### src/rtl/axonerve_wordcount_control_s_axi.sv
// AXI4-Lite control/status register file for the word-count kernel: start/args out, done/idle in, interrupt.
// Write path AW->W->B, one beat per phase; read path AR->R with rdata registered at AR accept.
module axonerve_wordcount_control_s_axi #(
  parameter int C_S_AXI_ADDR_WIDTH = 6,
  parameter int C_S_AXI_DATA_WIDTH = 32
) (
  input  logic                            ap_clk,
  input  logic                            ap_rst_n,
  input  logic                            s_axi_control_awvalid,
  output logic                            s_axi_control_awready,
  input  logic [C_S_AXI_ADDR_WIDTH-1:0]   s_axi_control_awaddr,
  input  logic                            s_axi_control_wvalid,
  output logic                            s_axi_control_wready,
  input  logic [C_S_AXI_DATA_WIDTH-1:0]   s_axi_control_wdata,
  input  logic [C_S_AXI_DATA_WIDTH/8-1:0] s_axi_control_wstrb,
  output logic                            s_axi_control_bvalid,
  input  logic                            s_axi_control_bready,
  output logic [1:0]                      s_axi_control_bresp,
  input  logic                            s_axi_control_arvalid,
  output logic                            s_axi_control_arready,
  input  logic [C_S_AXI_ADDR_WIDTH-1:0]   s_axi_control_araddr,
  output logic                            s_axi_control_rvalid,
  input  logic                            s_axi_control_rready,
  output logic [C_S_AXI_DATA_WIDTH-1:0]   s_axi_control_rdata,
  output logic [1:0]                      s_axi_control_rresp,
  output logic                            interrupt,
  output logic                            ap_start,
  input  logic                            ap_done,
  input  logic                            ap_idle,
  output logic [31:0]                     data_num,
  output logic [31:0]                     command,
  output logic [63:0]                     axi00_ptr0
);
  localparam int AW = C_S_AXI_ADDR_WIDTH;
  localparam logic [AW-3:0] W_CTRL = (AW-2)'(0);
  localparam logic [AW-3:0] W_GIE  = (AW-2)'(1);
  localparam logic [AW-3:0] W_IER  = (AW-2)'(2);
  localparam logic [AW-3:0] W_ISR  = (AW-2)'(3);
  localparam logic [AW-3:0] W_DNUM = (AW-2)'(4);
  localparam logic [AW-3:0] W_CMD  = (AW-2)'(6);
  localparam logic [AW-3:0] W_PLO  = (AW-2)'(7);
  localparam logic [AW-3:0] W_PHI  = (AW-2)'(8);

  typedef enum logic [1:0] {WRIDLE, WRDATA, WRRESP} wstate_e;
  typedef enum logic       {RDIDLE, RDDATA} rstate_e;

  wstate_e       wstate_q;
  rstate_e       rstate_q;
  logic [AW-3:0] waddr_q;
  logic [31:0]   rdata_q, rdata_mux;
  logic          rd_ctrl_q;
  logic          start_q, start_d, pend_q, pend_d, auto_q, auto_d;
  logic          done_q, done_d, ready_q, ready_d, gie_q, gie_d;
  logic [1:0]    ier_q, ier_d, isr_q, isr_d;
  logic [31:0]   dnum_q, cmd_q, plo_q, phi_q;
  logic          w_hs, r_done, wr_ctrl, wr_isr, start_set, ctrl_rd_done;
  logic          unused_addr_bits;

  assign unused_addr_bits      = ^{s_axi_control_awaddr[1:0], s_axi_control_araddr[1:0]};
  assign s_axi_control_awready = (wstate_q == WRIDLE);
  assign s_axi_control_wready  = (wstate_q == WRDATA);
  assign s_axi_control_bvalid  = (wstate_q == WRRESP);
  assign s_axi_control_arready = (rstate_q == RDIDLE);
  assign s_axi_control_rvalid  = (rstate_q == RDDATA);
  assign s_axi_control_bresp   = 2'b00;
  assign s_axi_control_rresp   = 2'b00;
  assign s_axi_control_rdata   = rdata_q;
  assign interrupt  = gie_q & (|isr_q);
  assign ap_start   = start_q;
  assign data_num   = dnum_q;
  assign command    = cmd_q;
  assign axi00_ptr0 = {phi_q, plo_q};

  assign w_hs         = s_axi_control_wvalid & s_axi_control_wready;
  assign r_done       = s_axi_control_rvalid & s_axi_control_rready;
  assign wr_ctrl      = w_hs && (waddr_q == W_CTRL) && s_axi_control_wstrb[0];
  assign wr_isr       = w_hs && (waddr_q == W_ISR) && s_axi_control_wstrb[0];
  assign start_set    = wr_ctrl && s_axi_control_wdata[0];
  assign ctrl_rd_done = r_done && rd_ctrl_q;

  function automatic logic [31:0] merge_be(input logic [31:0] old, input logic [31:0] d,
                                           input logic [3:0] be);
    logic [31:0] res;
    for (int i = 0; i < 4; i++) res[i*8 +: 8] = be[i] ? d[i*8 +: 8] : old[i*8 +: 8];
    return res;
  endfunction

  always_comb begin
    rdata_mux = 32'h0;
    case (s_axi_control_araddr[AW-1:2])
      W_CTRL:  rdata_mux = {24'h0, auto_q, 3'b000, ready_q, ap_idle, done_q, start_q};
      W_GIE:   rdata_mux = {31'h0, gie_q};
      W_IER:   rdata_mux = {30'h0, ier_q};
      W_ISR:   rdata_mux = {30'h0, isr_q};
      W_DNUM:  rdata_mux = dnum_q;
      W_CMD:   rdata_mux = cmd_q;
      W_PLO:   rdata_mux = plo_q;
      W_PHI:   rdata_mux = phi_q;
      default: rdata_mux = 32'h0;
    endcase
  end

  // Done drops start for a cycle; auto-restart re-raises it so the kernel sees a fresh rising edge.
  always_comb begin
    start_d = start_q;
    pend_d  = pend_q;
    if (ap_done) begin
      start_d = 1'b0;
      pend_d  = auto_q | start_set;
    end else if (start_set || pend_q) begin
      start_d = 1'b1;
      pend_d  = 1'b0;
    end
    auto_d  = wr_ctrl ? s_axi_control_wdata[7] : auto_q;
    done_d  = ap_done | (done_q & ~(ctrl_rd_done & rdata_q[1]));
    ready_d = ap_done | (ready_q & ~(ctrl_rd_done & rdata_q[3]));
    gie_d   = (w_hs && waddr_q == W_GIE && s_axi_control_wstrb[0]) ? s_axi_control_wdata[0] : gie_q;
    ier_d   = (w_hs && waddr_q == W_IER && s_axi_control_wstrb[0]) ? s_axi_control_wdata[1:0] : ier_q;
    isr_d   = (isr_q ^ (wr_isr ? s_axi_control_wdata[1:0] : 2'b00)) | ({2{ap_done}} & ier_q);
  end

  always_ff @(posedge ap_clk or negedge ap_rst_n) begin
    if (!ap_rst_n) begin
      wstate_q <= WRIDLE;
      waddr_q  <= '0;
    end else begin
      case (wstate_q)
        WRIDLE: if (s_axi_control_awvalid) begin
          waddr_q  <= s_axi_control_awaddr[AW-1:2];
          wstate_q <= WRDATA;
        end
        WRDATA:  if (s_axi_control_wvalid) wstate_q <= WRRESP;
        WRRESP:  if (s_axi_control_bready) wstate_q <= WRIDLE;
        default: wstate_q <= WRIDLE;
      endcase
    end
  end

  always_ff @(posedge ap_clk or negedge ap_rst_n) begin
    if (!ap_rst_n) begin
      rstate_q  <= RDIDLE;
      rdata_q   <= 32'h0;
      rd_ctrl_q <= 1'b0;
    end else begin
      case (rstate_q)
        RDIDLE: if (s_axi_control_arvalid) begin
          rdata_q   <= rdata_mux;
          rd_ctrl_q <= (s_axi_control_araddr[AW-1:2] == W_CTRL);
          rstate_q  <= RDDATA;
        end
        RDDATA:  if (s_axi_control_rready) rstate_q <= RDIDLE;
        default: rstate_q <= RDIDLE;
      endcase
    end
  end

  always_ff @(posedge ap_clk or negedge ap_rst_n) begin
    if (!ap_rst_n) begin
      {start_q, pend_q, auto_q, done_q, ready_q, gie_q} <= '0;
      ier_q <= 2'b00;
      isr_q <= 2'b00;
      dnum_q <= 32'h0;
      cmd_q  <= 32'h0;
      plo_q  <= 32'h0;
      phi_q  <= 32'h0;
    end else begin
      start_q <= start_d;
      pend_q  <= pend_d;
      auto_q  <= auto_d;
      done_q  <= done_d;
      ready_q <= ready_d;
      gie_q   <= gie_d;
      ier_q   <= ier_d;
      isr_q   <= isr_d;
      if (w_hs && waddr_q == W_DNUM) dnum_q <= merge_be(dnum_q, s_axi_control_wdata, s_axi_control_wstrb);
      if (w_hs && waddr_q == W_CMD)  cmd_q  <= merge_be(cmd_q, s_axi_control_wdata, s_axi_control_wstrb);
      if (w_hs && waddr_q == W_PLO)  plo_q  <= merge_be(plo_q, s_axi_control_wdata, s_axi_control_wstrb);
      if (w_hs && waddr_q == W_PHI)  phi_q  <= merge_be(phi_q, s_axi_control_wdata, s_axi_control_wstrb);
    end
  end
endmodule

### config.mk
export PLATFORM = sky130hd
export DESIGN_NAME = axonerve_wordcount_control_s_axi
export DESIGN_NICKNAME = d
export VERILOG_FILES = /design/src/rtl/axonerve_wordcount_control_s_axi.sv
export SDC_FILE = /design/constraint.sdc
export NUM_CORES = 1
export LEC_CHECK = 0
export ABC_AREA = 0
export ABC_CLOCK_PERIOD_IN_PS = 1600
export CAP_MARGIN = 20
export CORE_UTILIZATION = 43
export CTS_CLUSTER_DIAMETER = 60
export DETAILED_ROUTE_END_ITERATION = 8
export HOLD_SLACK_MARGIN = 0.06
export PLACE_DENSITY = 0.8
export SLEW_MARGIN = 20
export SYNTH_ARGS = -nofsm -noshare
export SYNTH_HDL_FRONTEND = slang
export SYNTH_SLANG_ARGS = --single-unit
### constraint.sdc
create_clock -name ap_clk -period 1.6 [get_ports ap_clk]
set_input_delay 0.24 -clock ap_clk [delete_from_list [all_inputs] [get_ports ap_clk]]
set_output_delay 0.24 -clock ap_clk [all_outputs]
set_load 0.01 [all_outputs]
# Word-level counts from Yosys, hierarchy flattened
# Cells that the tools add are included.
[op_classes] add_sub_neg=0 multipliers=0 div=0 n_lt_le_gt_ge=0 n_eq_ne=19 n_shift=0 mux=13 bitwise_logic=16 reduce_logical=39
[op_table] cell="case mux 32 bit (8 select lines)" count=1
[op_table] cell="AND reduction 2 bit" count=18
[op_table] cell="== test 4 x 3 -> 1 bit, second input constant" count=6
[op_table] cell="== test 4 x 2 -> 1 bit, second input constant" count=4
[op_table] cell="logical AND 1 bit" count=14
[op_table] cell="== test 4 x 1 -> 1 bit, second input constant" count=2
[op_table] cell="== test 4 bit, second input constant" count=2
[op_table] cell="logical NOT 4 bit" count=2
[op_table] cell="2-to-1 mux 2 bit" count=4
[op_table] cell="bitwise AND 1 bit" count=7
[op_table] cell="2-to-1 mux 1 bit" count=6
[op_table] cell="case mux 2 bit (3 select lines)" count=1
[op_table] cell="!= test 2 bit, second input constant" count=2
[op_table] cell="NOT 1 bit" count=3
[op_table] cell="bitwise OR 1 bit" count=3
[op_table] cell="AND reduction 3 bit" count=1
[op_table] cell="bitwise AND 2 bit" count=1
[op_table] cell="== test 2 x 1 -> 1 bit, second input constant" count=1
[op_table] cell="== test 2 bit, second input constant" count=1
[op_table] cell="logical NOT 2 bit" count=1
[op_table] cell="!= test 2 x 1 -> 1 bit, second input constant" count=1
[op_table] cell="bitwise OR 2 bit" count=1
[op_table] cell="case mux 1 bit (2 select lines)" count=1
[op_table] cell="nonzero test 2 bit" count=1
[op_table] cell="3 further kinds" count=3
[word_totals] reg_bits=178 latch_bits=0 ram_bits=0 romBits=0 output_inout_bits=171 wordCells=116 memories=0

# Longest topological paths before layout
# Gate-level depths: netlist of run 1.
[depth] depth_word=8 ltp_mapped=7 depth_no_buf=4

# Worst setup path after synthesis of run 1
# OpenSTA, ideal clock, no wires.
[synth_timing] path_kind="reg-to-reg" from="register wstate_q[1]" to="register phi_q[10]" setup_time_ns=0.125 t_arrival_ns=1.597 t_required_ns=1.475 path_slack_ns=-0.122 path_stages_with_launch=6 path_buffers=1 path_cell_list="dfrtp_1 > nand3b_1 > nor3_2 > and3_1 > buf_4 > mux2_2"
[synth_via] elab_chain_cells=4
[synth_lines] item="start, declared" line="47" text="wstate_e wstate_q;"
[synth_lines] item="start signal, assigned" line="124" text="wstate_q <= WRIDLE;"
[synth_lines] item="start signal, assigned" line="130" text="wstate_q <= WRDATA;"
[synth_lines] item="start signal, assigned" line="132" text="WRDATA: if (s_axi_control_wvalid) wstate_q <= WRRESP;"
[synth_lines] item="== test 2 x 1 -> 1 bit" line="61" text="assign s_axi_control_wready = (wstate_q == WRDATA);"
[synth_lines] item="bitwise AND 1 bit" line="74" text="assign w_hs = s_axi_control_wvalid & s_axi_control_wready;"
[synth_lines] item="logical AND 1 bit" line="178" text="if (w_hs && waddr_q == W_PHI) phi_q <= merge_be(phi_q, s_axi_control_wdata, s_axi_control_wstrb);"
[synth_lines] item="AND reduction 2 bit (no source line)"
[synth_lines] item="end signal, assigned" line="178"
[synth_lines] item="end, declared" line="55" text="logic [31:0] dnum_q, cmd_q, plo_q, phi_q;"
# No other way between the ends.
# A chain may end at the register's enable or synchronous reset.

# Worst setup path after layout of run 1
[layout_timing] from="register wstate_q[1]" to="register cmd_q[11] (netlist: command[11])"
[layout_via] elab_chain_cells=4
[layout_lines] item="== test 2 x 1 -> 1 bit" line="61"
[layout_lines] item="bitwise AND 1 bit" line="74"
[layout_lines] item="logical AND 1 bit" line="176" text="if (w_hs && waddr_q == W_CMD) cmd_q <= merge_be(cmd_q, s_axi_control_wdata, s_axi_control_wstrb);"
[layout_lines] item="AND reduction 2 bit (no source line)"
[layout_lines] item="end signal, assigned" line="176"
[layout_lines] item="end, declared" line="55"
# No other way between the ends.

==> results of run 1 <==
[layout make-up]
| cell class | instances | area [um2] | share of cell area |
|---|---|---|---|
| flip-flops and latches | 178 | 4460 | 0.373 |
| multi-input cells | 382 | 3570 | 0.299 |
| repair buffers | 291 | 2980 | 0.250 |
| clock buffers | 23 | 478 | 0.0400 |
| well taps | 229 | 287 | 0.0240 |
| clock inverters | 8 | 151 | 0.0127 |
| inverters | 4 | 15.0 | 0.00126 |
| diodes | 1 | 2.50 | 0.000210 |
[synth_stat cells (all sizes together), types with 4 or more instances]
library cell,count,area share
o31ai,4,0.0038
nand3b,4,0.0038
mux2,137,0.20
mux2i,12,0.015
clkbuf,12,0.0057
o21ai,35,0.022
a21oi,28,0.018
dfrtp,178,0.57
a22o,54,0.060
and3,8,0.0064
a32oi,5,0.0056
nand3,8,0.014
nand4,4,0.0032
nor2b,6,0.0048
inv,4,0.0019
nor2,6,0.0029
nand2,42,0.020
buf,28,0.021
[registers in the layout, indices dropped and copies added, names as in the netlist]
name / count
rd_ctrl_q: 1
gie_q: 1
command: 32
ready_q: 1
waddr_q: 4
done_q: 1
auto_q: 1
ier_q: 2
wstate_q: 2
data_num: 32
pend_q: 1
s_axi_control_rdata: 32
phi_q: 32
s_axi_control_rvalid: 1
ap_start: 1
isr_q: 2
plo_q: 32
[repair_timing]
action | CTS | global route
setup buffers | 8 | 4
gates cloned | 0 | 1
setup endpoints to repair | 237 | 210
pin swaps | 6 | 7
gates resized for setup | 132 | 112
hold buffers | 1 | 0
endpoints found under the hold margin | 170 | 0
[worst max-delay path, cell delays in order, from the launching register on]
cell and delay (ns):
dfrtp_1 0.39, nand3b_1 0.26, buf_4 0.20, nor3b_4 0.21, buf_12 0.16, nand3_4 0.16
mux2_4 0.35
[cells by family (layout without fill, tap and decap cells)]
logic type | after synthesis | in the layout | share of synthesized area
DFF | 178 | 178 | 0.567
muxes | 149 | 149 | 0.212
AOI/OAI and AO/OA | 137 | 137 | 0.121
and+or+nand+nor | 90 | 90 | 0.0685
buffers and inverters | 44 | 326 | 0.0290
xor gates and xnor gates | 2 | 2 | 0.00223
other | 1 | 5 | 0.000477
[where the power goes]
group / switching [mW] / internal (mW) / total, mW
logic: 2.83 / 4.16 / 6.98
clock network: 1.70 / 2.74 / 4.43
registers: 1.54 / 6.22 / 7.76
[routing by layer]
layer / vias to the layer above / track usage
met2: 260 / 0.405
met3: 45 / 0.0567
met5: - / 0
met1: 3160 / 0.333
li1: 2765 / -
met4: 0 / 0.103
[stage by stage]
stage	power, mW	util
6_report	19.2	0.667
5_1_grt	20.1	0.667
4_1_cts	19.1	0.646
3_5_place_dp	15.1	0.610
3_3_place_gp	15.0	0.610
2_1_floorplan	10.5	-
[placed cells by master, fill, tap and decap left out, drive strengths merged, types with 5 or more instances in the layout]
cell	netlist	final
buf	28	73
a22o	54	54
a32oi	5	5
clkdlybuf4s50	0	62
dlygate4sd2	0	101
o21ai	35	35
mux2i	12	12
mux2	137	137
nor2	6	6
dlymetal6s2s	0	52
a21oi	28	28
nand2	42	42
clkbuf	12	25
and3	8	8
nand3	8	8
dfrtp	178	178
nor2b	6	6
[worst paths after layout]
kind,endpoint,slack [ns],depth (start not counted)
min reg2reg,s_axi_control_rdata[31]$_DFFE_PN0P_,0.48,2
min,plo_q[27]$_DFFE_PN0P_,0.25,2
max reg2reg,command[11]$_DFFE_PN0P_,-0.25,6
max,command[11]$_DFFE_PN0P_,-0.25,6
min in group ap_clk,s_axi_control_rdata[2]$_DFFE_PN0P_,0.35,4
max in group asynchronous,phi_q[11]$_DFFE_PN0P_,0.73,3
==> impl_metrics.csv, run 1 <==
group,metric,value,unit
run,drv_cap,0,
power,worst_ir_drop_vdd,0.968,mV
setup_path,startpoint_type,"flip-flop",
global_route,grt-ovfl-total,0,
power,power_density,1610,nW/um2
floorplanning,die_x,137,um
setup_path,end_kind,"flip-flop",
clock_tree,htree_levels,4,
synthesis,ys_ff_latch,178,
timing,fin_setup_tns,-21.44,ns
place,placed_area,10900,um2
global_route,grt_antenna_before_repair,0,
finish,synthToLayoutAreaGrowth,52.0,%
floorplanning,boundaryPins,228,
route,drt_iter0_drc,382,
place,placedCellCount,1072,
setup_path,critPathKind,"flip-flop to flip-flop",
finish,nFillCells,1316,
finish,nNetsFinal,931,
route,vias,6230,
route,routed_wl,23.6,mm
place,io_buffers,219,
route,wl_met2,11.6,mm
route,antenna_left,0,
setup_path,r2r_start,"wstate_q[1]$_DFFE_PN0P_",
timing,period_needed,1.85,ns
clock_tree,path_clk_slew,0.07,ns
finish,finalNonFillerCells,1116,
timing,holdWs,0.251,ns
timing,rsz0062_at_grt,"true",
synthesis,synthFlopType,"dfrtp_1",
route,topRoutingLayerUsed,"met4",
outcome,status,"complete, but fails checks",
global_route,grt_first_pass_wirelength,35.3,mm
floorplanning,fp.dieArea,18800,um2
floorplanning,initial_utilization,0.439,
clock_tree,cts_tree,"yes",
global_route,track_usage,0.253,
timing,finalSetupViolations,130,
place,place_ws,-0.522,ns
outcome,violations,"negative setup slack",
timing,max_freq,540,MHz
synthesis,ys.warnings.count,0,
floorplanning,fp.coreArea,17900,um2
route,via_per_inst,5.58,
route,wl_per_cell,21.1,um
clock_tree,ctsRootBufferMaster,"clkbuf_16",
synthesis,synthCells,601,
synthesis,synthArstFlopShare,1.00,
synthesis,avgSynthCellArea,13.1,um2
finish,drive_above_1_share,0.302,
setup_path,worstPathRequired,1.91,ns
synthesis,synth_cell_types,39,
timing,hold_violations,0,
hold_path,min_path_type,"primary input to async pin",
floorplanning,row_count,49,
finish,stdcell_area,11900,um2
route,met1Wirelength,9.90,mm
setup_path,crit_start,"wstate_q[1]$_DFFE_PN0P_",
setup_path,crit_fanout,8,
setup_path,cp.arrival,2.16,ns
clock_tree,clk_path_buf_depth,2,
clock_tree,cts_sinks,178,
route,drc,0,
timing,fin_crit_sh,1.16,
clock_tree,numCtsBuffers,17,
synthesis,yosysSeqAreaShare,0.567,
place,dp_hpwl,16.2,mm
clock_tree,clock_latency,0.42,ns
global_route,grt_pass1_vias,6324,
route,drt-pass1-iter-count,5,
place,gp_congestion,0.803,
timing,finClkSkew,0.00692,ns
route,wl_met3,1.55,mm
timing,slew_viol_final,0,
floorplanning,fp.dieH,137,um
synthesis,netlist_area,7850,um2
timing,worst_slack,-0.251,ns
synthesis,synth-edff-count,0,
power,leakage,6.60,nW
global_route,grt_max_degree,63,
Note: power is estimated with default switching activity, not from simulation.
==> inputs of run 2 (changes only) <==
--- a/config.mk
+++ b/config.mk
@@ -8,5 +8,4 @@
 export ABC_AREA = 0
 export ABC_CLOCK_PERIOD_IN_PS = 1600
-export CAP_MARGIN = 20
 export CORE_UTILIZATION = 43
 export CTS_CLUSTER_DIAMETER = 60
@@ -14,4 +13,5 @@
 export HOLD_SLACK_MARGIN = 0.06
 export PLACE_DENSITY = 0.8
+export SETUP_SLACK_MARGIN = 0.5
 export SLEW_MARGIN = 20
 export SYNTH_ARGS = -nofsm -noshare
==> constraint.sdc (replaced) <==
create_clock -name ap_clk -period 1.6 [get_ports ap_clk]
set_input_delay 0.24 -clock ap_clk [delete_from_list [all_inputs] [get_ports ap_clk]]
set_output_delay 0.24 -clock ap_clk [all_outputs]
set_load 0.05 [all_outputs]
==> run 2 against run 1 <==
Effect of this change:
- the run still ends with negative setup slack left
- routed wire length grew 20%
- hold slack gained 0.027 ns
- largest cell class is now buffers
- power grew 50%
- clock-buffer cell count shrank 1
- clock power shrank 2%
- via count grew 15%
- critical path depth is the same
- highest routed layer unchanged
- sequential power grew 2%
- register-to-register slack gained 0.06 ns
==> impl_metrics.csv, run 2 (synthesis results as in run 1) <==
group,metric,value,unit
global_route,grt-ovfl-total,0,
place,io_buffers,219,
setup_path,critPathKind,"flip-flop to flip-flop",
route,wl_per_cell,22.2,um
clock_tree,cts_sinks,178,
clock_tree,htree_levels,4,
finish,synthToLayoutAreaGrowth,75.7,%
finish,final_cell_mix,"buf_6, buf_4, dfrtp_1",
clock_tree,clock_latency,0.43,ns
power,worst_ir_drop_vdd,1.85,mV
floorplanning,fp.dieH,137,um
global_route,track_usage,0.299,
global_route,grt_pass1_vias,7229,
finish,nFillCells,980,
route,vias,7135,
timing,finalSetupViolations,130,
floorplanning,fp.coreArea,17900,um2
floorplanning,initial_utilization,0.439,
floorplanning,row_count,49,
setup_path,startpoint_type,"flip-flop",
power,power,28.8,mW
clock_tree,cts_tree,"yes",
setup_path,cp.arrival,2.10,ns
global_route,grt_max_degree,46,
floorplanning,fp.dieArea,18800,um2
route,drt_iter0_drc,443,
setup_path,r2r_start,"wstate_q[1]$_DFFE_PN0P_",
timing,hold_violations,0,
power,leakage,6.76,nW
timing,period_needed,1.79,ns
route,via_per_inst,5.61,
setup_path,crit_start,"wstate_q[1]$_DFFE_PN0P_",
timing,rsz0062_at_grt,"true",
timing,finClkSkew,0.0129,ns
finish,mostFrequentLayoutCell,"buf_6",
timing,holdWs,0.277,ns
power,switching_power,12.6,mW
timing,slew_viol_final,0,
global_route,grt_antenna_before_repair,0,
place,gp_congestion,0.809,
clock_tree,clk_path_buf_depth,2,
outcome,violations,"negative setup slack",
power,power_density,2090,nW/um2
route,drt-pass1-iter-count,5,
hold_path,min_path_type,"primary input to flip-flop",
run,drv_cap,0,
place,place_ws,-0.540,ns
place,dp_hpwl,16.5,mm
clock_tree,ctsRootBufferMaster,"clkbuf_16",
route,antenna_left,0,
hold_path,hold_start,"s_axi_control_arvalid",
global_route,grt_first_pass_wirelength,41.4,mm
power,pwr-share-clk,0.150,
setup_path,end_kind,"flip-flop",
power,power_frac_comb,0.575,
power,swShare,0.436,
floorplanning,boundaryPins,228,
timing,worst_slack,-0.194,ns
timing,max_freq,557,MHz
finish,drive_above_1_share,0.612,
timing,fin_crit_sh,1.12,
clock_tree,path_clk_slew,0.06,ns
route,drc,0,
power,power.internal,16.3,mW
route,routed_wl,28.3,mm
clock_tree,numCtsBuffers,17,
power,p_seq_frac,0.275,
floorplanning,die_x,137,um
finish,nNetsFinal,1088,
setup_path,crit_fanout,9,
outcome,status,"complete, but fails checks",
finish,n_antenna_cell,0,
setup_path,worstPathRequired,1.91,ns
[run 2: cell count changes in the layout (fill, tap and decap cells not counted), moves of 27 or more]
cell and delta:
buf_4 +136, buf_6 +172, dlygate4sd2_1 -97, dlymetal6s2s_1 -51, o21ai_0 -32, o21ai_2 +27
[run 2: final timing paths]
path,depth (start not counted),endpoint,slack (ns)
max,6,phi_q[30]$_DFFE_PN0P_,-0.19
min,3,s_axi_control_rvalid$_DFF_PN0_,0.28
max reg2reg,6,phi_q[30]$_DFFE_PN0P_,-0.19
min reg2reg,2,ap_start$_DFFE_PN0P_,0.47
max in group asynchronous,3,s_axi_control_rdata[10]$_DFFE_PN0P_,0.66
min in group asynchronous,2,s_axi_control_rvalid$_DFF_PN0_,0.33
[run 2: per-layer routing]
metal / part of all wire / routed length (um) / global-route usage
met4: 0.029 / 810 / 0.134
met1: 0.38 / 10700 / 0.367
met2: 0.51 / 14500 / 0.501
met3: 0.080 / 2260 / 0.0689
met5: 0 / 0 / 0
[run 2: cell type report]
class	instances	area [um2]	share of cell area
Multi-Input combinational cell	382	3800	0.275
Tap cell	229	287	0.0208
Timing Repair Buffer	448	4630	0.335
Clock buffer	22	474	0.0344
Inverter	4	22.5	0.00163
Clock inverter	9	130	0.00943
Sequential cell	178	4460	0.323
[run 2: power groups by stage]
stage                     sequential [mW]  clock, mW  combinational [mW]
final                                7.92       4.32                16.6
after global routing                 8.06       4.56                17.2
after CTS                            7.77       4.32                15.7
after detailed placement             7.91          0                12.1
after global placement               7.87          0                11.9
after floorplan                      13.0          0                2.49
[run 2: per-stage QoR]
stage | cell area [um2] | cells | setup TNS, ns | util
floorplan | 8050 | 604 | -7.75 | -
global placement | 10700 | 1083 | -60.41 | 0.598
detailed placement | 10700 | 1083 | -65.15 | 0.598
CTS | 13300 | 1238 | -16.89 | 0.743
global route | 13800 | 1272 | -25.32 | 0.771
finish | 13800 | 1272 | -17.18 | 0.771
[run 2: repair_timing]
item,4_1_cts,5_1_grt
setup endpoints to repair,340,358
hold buffers,1,0
pin swaps,39,5
buffers inserted,119,34
gates resized for setup,255,64
endpoints found under the hold margin,38,0
gates cloned,4,0
[run 2: worst max-delay path, cell delays in order, from the launching register on]
cell	delay, ns
dfrtp_1	0.38
nand3b_1	0.28
nor3_4	0.22
buf_12	0.16
and3_4	0.20
buf_6	0.14
mux2_4	0.30
==> inputs of run 3 (changes only) <==
- SLEW_MARGIN: 20 -> default
==> results of run 3 <==
Final layout, timing and power as in run 2 (identical DEF).
